### src/rtl/vscale_csr_port_arbiter_pkg.sv
// vscale_csr_port_arbiter_pkg
//   Shared constants for the CSR port arbiter: datapath widths, the CSR
//   command encodings the arbiter issues on behalf of the host, the arbiter
//   state encoding and the wait-counter width.
//   Port summary: none (package).
//   Optional feature macro: VSCALE_CSR_ARB_STARVE_GUARD_EN (used by the top
//   and by the wait-counter file).
package vscale_csr_port_arbiter_pkg;

  localparam int CSR_CMD_WIDTH  = 3;
  localparam int CSR_ADDR_WIDTH = 12;
  localparam int XPR_LEN        = 32;
  localparam int HTIF_PCR_WIDTH = 64;

  // Width of the host wait counter; MAX_WAIT must fit in it (1..255).
  localparam int ARB_WAIT_W     = 8;

  // Command encodings the host path drives. Bit 2 of any command marks an
  // active access; IDLE=0, SET=6 and CLEAR=7 only ever come from the core.
  localparam logic [CSR_CMD_WIDTH-1:0] CSR_READ  = 3'd4;
  localparam logic [CSR_CMD_WIDTH-1:0] CSR_WRITE = 3'd5;

  typedef enum logic [1:0] {
    ARB_IDLE = 2'd0,  // ready to accept a host request
    ARB_WAIT = 2'd1,  // host request latched, waiting for the port
    ARB_RESP = 2'd2   // response held until the host takes it
  } arb_state_e;

  function automatic logic [CSR_CMD_WIDTH-1:0] host_csr_cmd(input logic rw);
    return rw ? CSR_WRITE : CSR_READ;
  endfunction

endpackage

### src/rtl/vscale_csr_arb_wait_counter.sv
// vscale_csr_arb_wait_counter
//   Saturating counter that measures how long a latched host request has
//   waited for the CSR port. Only exists when VSCALE_CSR_ARB_STARVE_GUARD_EN
//   is defined; without the guard there is nothing to count, so the module
//   is compiled out entirely.
//   Ports:
//     clk, reset_n : clock, asynchronous active-low reset
//     clear        : restart counting from zero (host request accepted)
//     en           : count one more waited cycle (saturates at MAX)
//     expired      : count has reached MAX
`ifdef VSCALE_CSR_ARB_STARVE_GUARD_EN
module vscale_csr_arb_wait_counter #(
  parameter int W   = 8,
  parameter int MAX = 8
) (
  input  logic clk,
  input  logic reset_n,
  input  logic clear,
  input  logic en,
  output logic expired
);

  localparam logic [W-1:0] MAX_V = W'(MAX);

  logic [W-1:0] cnt_q;
  logic [W-1:0] cnt_d;

  always_comb begin
    cnt_d = cnt_q;
    if (clear) begin
      cnt_d = '0;
    end else if (en && (cnt_q != MAX_V)) begin
      cnt_d = cnt_q + 1'b1;
    end
  end

  always_ff @(posedge clk or negedge reset_n) begin
    if (!reset_n) begin
      cnt_q <= '0;
    end else begin
      cnt_q <= cnt_d;
    end
  end

  assign expired = (cnt_q == MAX_V);

endmodule
`endif

### src/rtl/vscale_csr_port_arbiter.sv
// vscale_csr_port_arbiter
//   Shares the single CSR-file access port between the core pipeline and the
//   HTIF host PCR channel. Core accesses pass straight through with priority;
//   a host request is latched and issued in the first cycle the core leaves
//   the port idle, then its read data is held as the host response.
//
//   Optional feature: VSCALE_CSR_ARB_STARVE_GUARD_EN. When defined, a wait
//   counter forces a host grant (stalling the core for one cycle) once the
//   request has waited MAX_WAIT cycles. When undefined, no counter exists,
//   core_stall is 0 and MAX_WAIT is ignored.
//
//   Handshakes: both host channels are valid/ready. A request transfers on a
//   clock edge where host_req_valid && host_req_ready; a response transfers
//   on an edge where host_resp_valid && host_resp_ready. Once raised,
//   host_resp_valid and host_resp_data stay steady until that transfer.
//
//   Ports:
//     clk, reset_n                  : clock, asynchronous active-low reset
//     core_cmd/addr/wdata, core_rdata, core_stall : pipeline CSR access
//     host_req_*  / host_req_ready  : HTIF PCR request channel
//     host_resp_* / host_resp_ready : HTIF PCR response channel
//     csr_cmd/addr/wdata, csr_rdata : CSR file access port
//     dbg_state                     : current arbiter state (arb_state_e)
module vscale_csr_port_arbiter
  import vscale_csr_port_arbiter_pkg::*;
#(
  parameter int MAX_WAIT = 8
) (
  input  logic                      clk,
  input  logic                      reset_n,
  input  logic [CSR_CMD_WIDTH-1:0]  core_cmd,
  input  logic [CSR_ADDR_WIDTH-1:0] core_addr,
  input  logic [XPR_LEN-1:0]        core_wdata,
  output logic [XPR_LEN-1:0]        core_rdata,
  output logic                      core_stall,
  input  logic                      host_req_valid,
  input  logic                      host_req_rw,
  input  logic [CSR_ADDR_WIDTH-1:0] host_req_addr,
  input  logic [HTIF_PCR_WIDTH-1:0] host_req_data,
  output logic                      host_req_ready,
  output logic                      host_resp_valid,
  output logic [HTIF_PCR_WIDTH-1:0] host_resp_data,
  input  logic                      host_resp_ready,
  output logic [CSR_CMD_WIDTH-1:0]  csr_cmd,
  output logic [CSR_ADDR_WIDTH-1:0] csr_addr,
  output logic [XPR_LEN-1:0]        csr_wdata,
  input  logic [XPR_LEN-1:0]        csr_rdata,
  output logic [1:0]                dbg_state
);

  arb_state_e                state_q, state_d;
  logic                      req_rw_q, req_rw_d;
  logic [CSR_ADDR_WIDTH-1:0] req_addr_q, req_addr_d;
  logic [XPR_LEN-1:0]        req_data_q, req_data_d;
  logic [XPR_LEN-1:0]        resp_data_q, resp_data_d;

  logic core_active;
  logic host_accept;
  logic host_grant;
  logic forced_grant;

  assign core_active = core_cmd[2];
  assign host_accept = (state_q == ARB_IDLE) && host_req_valid;

`ifdef VSCALE_CSR_ARB_STARVE_GUARD_EN
  logic wait_expired;

  // Counts WAIT cycles in which the host was denied; cleared on accept so
  // the first WAIT cycle sees zero.
  vscale_csr_arb_wait_counter #(
    .W   (ARB_WAIT_W),
    .MAX (MAX_WAIT)
  ) u_wait_counter (
    .clk     (clk),
    .reset_n (reset_n),
    .clear   (host_accept),
    .en      ((state_q == ARB_WAIT) && !host_grant),
    .expired (wait_expired)
  );

  // A forced grant only matters when the core is busy; an idle core grants
  // the host anyway without any stall.
  assign forced_grant = (state_q == ARB_WAIT) && core_active && wait_expired;
`else
  assign forced_grant = 1'b0;
`endif

  // The upper half of the host write data is never written, and MAX_WAIT is
  // meaningless without the guard.
  logic [39:0] unused_bits;
  assign unused_bits = {host_req_data[63:32], 8'(MAX_WAIT)};

  assign host_grant = (state_q == ARB_WAIT) && (!core_active || forced_grant);

  // Next-state and latch updates.
  always_comb begin
    state_d     = state_q;
    req_rw_d    = req_rw_q;
    req_addr_d  = req_addr_q;
    req_data_d  = req_data_q;
    resp_data_d = resp_data_q;
    case (state_q)
      ARB_IDLE: begin
        if (host_req_valid) begin
          req_rw_d   = host_req_rw;
          req_addr_d = host_req_addr;
          req_data_d = host_req_data[XPR_LEN-1:0];
          state_d    = ARB_WAIT;
        end
      end
      ARB_WAIT: begin
        if (host_grant) begin
          // Write responses also return the old CSR value read this cycle.
          resp_data_d = csr_rdata;
          state_d     = ARB_RESP;
        end
      end
      ARB_RESP: begin
        if (host_resp_ready) begin
          state_d = ARB_IDLE;
        end
      end
      default: begin
        state_d = ARB_IDLE;
      end
    endcase
  end

  // Port mux and handshake outputs.
  always_comb begin
    csr_cmd    = core_cmd;
    csr_addr   = core_addr;
    csr_wdata  = core_wdata;
    core_rdata = csr_rdata;
    if (host_grant) begin
      csr_cmd    = host_csr_cmd(req_rw_q);
      csr_addr   = req_addr_q;
      csr_wdata  = req_data_q;
      core_rdata = '0;
    end
  end

  assign core_stall      = forced_grant;
  assign host_req_ready  = (state_q == ARB_IDLE);
  assign host_resp_valid = (state_q == ARB_RESP);
  assign host_resp_data  = {32'b0, resp_data_q};
  assign dbg_state       = state_q;

  always_ff @(posedge clk or negedge reset_n) begin
    if (!reset_n) begin
      state_q     <= ARB_IDLE;
      req_rw_q    <= 1'b0;
      req_addr_q  <= '0;
      req_data_q  <= '0;
      resp_data_q <= '0;
    end else begin
      state_q     <= state_d;
      req_rw_q    <= req_rw_d;
      req_addr_q  <= req_addr_d;
      req_data_q  <= req_data_d;
      resp_data_q <= resp_data_d;
    end
  end

endmodule

### config.mk
export PLATFORM = sky130hd
export DESIGN_NAME = vscale_csr_port_arbiter
export DESIGN_NICKNAME = d
export VERILOG_FILES = /design/src/rtl/vscale_csr_port_arbiter_pkg.sv /design/src/rtl/vscale_csr_arb_wait_counter.sv /design/src/rtl/vscale_csr_port_arbiter.sv
export SDC_FILE = /design/constraint.sdc
export NUM_CORES = 1
export LEC_CHECK = 0
export ABC_CLOCK_PERIOD_IN_PS = 3180
export BUFFER_PORTS_ARGS = -buffer_cell sky130_fd_sc_hd__buf_2
export CORE_AREA = 2 2 119 121
export DETAILED_ROUTE_END_ITERATION = 10
export DIE_AREA = 0 0 121 123
export PLACE_DENSITY_LB_ADDON = 0.25
export SYNTH_ARGS = -nofsm -noshare
export SYNTH_HDL_FRONTEND = slang
export SYNTH_SLANG_ARGS = --single-unit
### constraint.sdc
create_clock -name clk -period 3.18 [get_ports clk]
set_clock_uncertainty 0.1 [all_clocks]
set_input_delay 0.318 -clock clk [delete_from_list [all_inputs] [get_ports clk]]
set_output_delay 0.318 -clock clk [all_outputs]
set_load 0.01 [all_outputs]
-- Word level (Yosys, flattened, before mapping)
Index checks and enable logic that the tools add are counted.
- bits in registers: 79
- bits in latches: 0
- memory bits (writable): 0
- memory bits (read-only): 0
- input port bits: 160
- word-level logic and storage cells: 25
- memories kept: 0
- add/sub/neg operators: 0
- $mul: 0
- divide/modulo/power cells: 0
- magnitude comparators: 0
- eq/ne operators: 5
- shift operators: 0
- multiplexer cells: 9
- bitwise gates (word level): 0
- reductions and logical operators: 6
- operators by type and width (kind ; number):
    $mux W32 ; 2
    $mux W12 ; 1
    $mux W2 ; 3
    $pmux W2 S3 ; 1
    $ne A2 B2 Y1 const B ; 2
    $reduce_and A2 Y1 ; 2
    $mux W3 ; 1
    $reduce_and A3 Y1 ; 1
    $eq A2 B1 Y1 const B ; 1
    $eq A2 B2 Y1 const B ; 1
    $logic_not A2 Y1 ; 1
    $ne A2 B1 Y1 const B ; 1
    $logic_and A1 B1 Y1 ; 1
    $logic_not A1 Y1 ; 1
    $mux W1 ; 1

-- Logic depth before layout (Yosys ltp)
- word-level depth: 4
- gate-level depth with buffers: 4
- gate-level depth less buffers: 2

-- Least setup slack after synthesis
No wires, ideal clock.
- path kind: register to output
- start point: reg state_q[0], in the netlist dbg_state[0]
- end point: out csr_addr[0]
- arrival: 1.400 ns
- data required time: 2.762 ns
- slack: 1.362 ns
- stages on the path, launching flop included: 5
- buffers on the path: 2
- path through: dfrtp_1 > nor3b_2 > buf_4 > buf_6 > mux2_1
- word-level cells in the longest chain between the ends: 3
- ends and longest elaborated chain (what ; line ; RTL):
    start, declared ; vscale_csr_port_arbiter.sv:51 ; arb_state_e state_q, state_d;
    start signal, assigned ; vscale_csr_port_arbiter.sv:157 ; state_q <= state_d;
    $eq A2 B1 Y1 ; vscale_csr_port_arbiter.sv:93 ; assign host_grant = (state_q == ARB_WAIT) && (!core_active || forced_grant);
    $logic_and A1 B1 Y1 ; vscale_csr_port_arbiter.sv:93 ;
    $mux W12 ; vscale_csr_port_arbiter.sv:135 ; if (host_grant) begin
    end, declared ; vscale_csr_port_arbiter.sv:45 ; output logic [CSR_ADDR_WIDTH-1:0] csr_addr,
No other way between the ends.

-- Worst setup path after layout
- start point: reg state_q[0], in the netlist dbg_state[0]
- end point: out csr_addr[4]
The elaborated chain is that of the path after synthesis.

==> results.yml <==
synthesis:
  synth_compound_area_share_pct: 0.374
  syn-instance-count: 295
  synth_fa_ha_area_share_pct: 0
  ys.flop_type: "dfrtp_1"
  synthXorXnorAreaFrac_pct: 0
  synth_top_family_by_area: "multiplexers"
  synthTopCellsByCount: "dfrtp_1 (79), mux2_2 (66), mux2_1 (56)"
  synth_area_leaders: "dfrtp_1 (49%), mux2_2 (19%), mux2_1 (16%)"
  syn_area_per_cell_um2: 13.6
  async_flop_share_pct: 100
  synth-seq-area-share_pct: 49.3
  synthSimpleGateAreaFrac_pct: 5.99
  synth_top_cell_by_area: "dfrtp_1"
  synth_area_mm2: 0.00401
  synth.most_common_cell: "dfrtp_1"
  ys_ff_latch: 79
  synth_edf_count: 0
  synth_mux_area_share_pct: 34.5
  yosysWarnings: 0
  ys_types: 14
  netlist.area_leader.share_pct: 49.3
finish:
  area_growth_syn_to_layout_pct: 38.4
  sequential_cell_area_mm2: 0.00198
  drive_gt1_share_pct: 60.9
  fill_cells: 1315
  post-route-util_pct: 40.8
  fin_nets: 695
  final_area_mm2: 0.00555
  multi_input_area_mm2: 0.00177
cts:
  insertion_delay_ns: 0.33
  cts_resized: 0
  clk_path_buf_depth: 2
  post_cts_buffers: 0
  htree_levels: 3
  hold_buffers: 0
  path_clk_slew_ns: 0.06
  cts_buffers: 9
  root_buffer: "clkbuf_16"
  clock_sinks: 79
  cts_tree: "built"
sta:
  setup_viol: 0
  maxSlewViolCount: 0
  post-route-period-util_pct: 81.2
  max_slew_margin_pct: 31.6
  max_freq_mhz: 387
  worst_pin_slew_ns: 1.03
  final.min_clock_period_ns: 2.58
  whs_ns: 0.0124
  fin_tns_setup_ns: 0
  hold_viol: 0
  rsz0062_at_grt: "false"
critical_path:
  crit_required_ns: 2.76
  cp-start-kind: "flip-flop"
  slowest_stage: "buf_4"
  worstSetupEndpointType: "output pin"
  path_delay_family: "buffers and inverters"
  slowest_delay_ns: 0.53
  cp_max_fo: 52
  path_buf_inv: 2
  crit_path_cell_trace: "nor3b_4 > buf_4 > mux2_1 > buf_2"
  critPathArrivalTime_ns: 2.16
  critPathKind: "reg2out"
routing:
  remaining_drc_errors: 0
  avgRoutedWirePerCell_um: 13.0
  drt-vias-per-instance: 4.24
  wirelength_mm: 9.38
  ant_nets: 0
  vias: 3057
  first_pass_iters: 4
  drt_iter0_markers: 56
floorplan:
  die_x_um: 121
  coreArea_mm2: 0.0136
  ios: 308
  die_y_um: 123
  die-area_mm2: 0.0149
  start_util_pct: 29.5
  rows: 43
flow_run:
  maxCapViolCount: 0
placement:
  dpl_cell_area_mm2: 0.00524
  port_buffers: 242
  gp_congestion: 0.692
  place_hpwl_mm: 7.02
global_routing:
  grt_pass1_wl_mm: 14.4
  grt_util_all_layers_pct: 12.7
  antenna_found_initial: 1
  grt_max_degree: 80
  grt-ovfl-total: 0
  grt_pass1_vias: 2926
power:
  p_per_area_mw_per_mm2: 779
  ir_drop_mv: 0.361
  power.leakage_nw: 2.77
status:
  status: "completed"
worst_hold_path:
  hp-class: "in2async"
-- registers in the layout, summed over array words and instances (netlist names) --
register,cells
req_data_q,32
dbg_state,2
resp_data_q,32
req_rw_q,1
req_addr_q,12
-- cells by family after synthesis --
family	count (synthesis)
compound gates	2
buf+inv	52
flops	79
mux	123
other cells	1
simple gates	38
-- placed cells by master, fill, tap and decap left out, drive strengths merged --
cell and instances:
clkbuf 14, mux2i 1, bufinv 1, nor2b 34
inv 2, nor2 2, dfrtp 79, a21o 2
nor3b 2, buf 247, diode 1, conb 33
mux2 122, clkinvlp 1
-- area by class of cell --
cell class	instances	area share, %
well taps	180	4.06
flip-flops and latches	79	35.6
inverters	2	0.135
clock inverters	2	0.676
repair buffers	247	22.5
multi-input cells	196	32.0
diodes	1	0.0451
clock buffers	14	4.94
-- per-layer routing --
| layer | track usage [%] | part of all wire [%] | vias up |
|---|---|---|---|
| li1 | - | - | 1427 |
| met5 | 0 | 0 | - |
| met3 | 4.15 | 11 | 16 |
| met4 | 6.54 | 2.6 | 0 |
| met1 | 15.3 | 41 | 1425 |
| met2 | 20.2 | 46 | 189 |
-- power breakdown --
group	switching, mW	total (mW)	leakage, nW	internal, mW
sequential	0.239	1.73	0.925	1.49
combinational	0.708	1.53	1.69	0.825
clock	0.392	1.06	0.149	0.673
total	1.34	4.32	2.77	2.99
-- final timing paths --
path	startpoint	to	slack (ns)	cells after the start
max in group asynchronous	reset_n	req_addr_q[4]	2.25	1
max reg2reg	dbg_state[0]	resp_data_q[23]	1.04	4
min in group clk	csr_rdata[26]	resp_data_q[26]	0.10	2
min reg2reg	resp_data_q[30]	resp_data_q[30]	0.38	1
min	reset_n	req_data_q[16]	0.01	1
max	dbg_state[0]	csr_addr[4]	0.60	4
-- metrics by stage --
step | power, mW | std cells | worst slack (ns)
2_1_floorplan | 2.71 | 327 | 1.36
3_3_place_gp | 3.27 | 704 | 0.979
4_1_cts | 4.43 | 720 | 0.550
3_5_place_dp | 3.31 | 704 | 0.943
6_report | 4.32 | 721 | 0.599
5_1_grt | 4.65 | 720 | 0.414
Note: power is estimated with default switching activity, not from simulation.
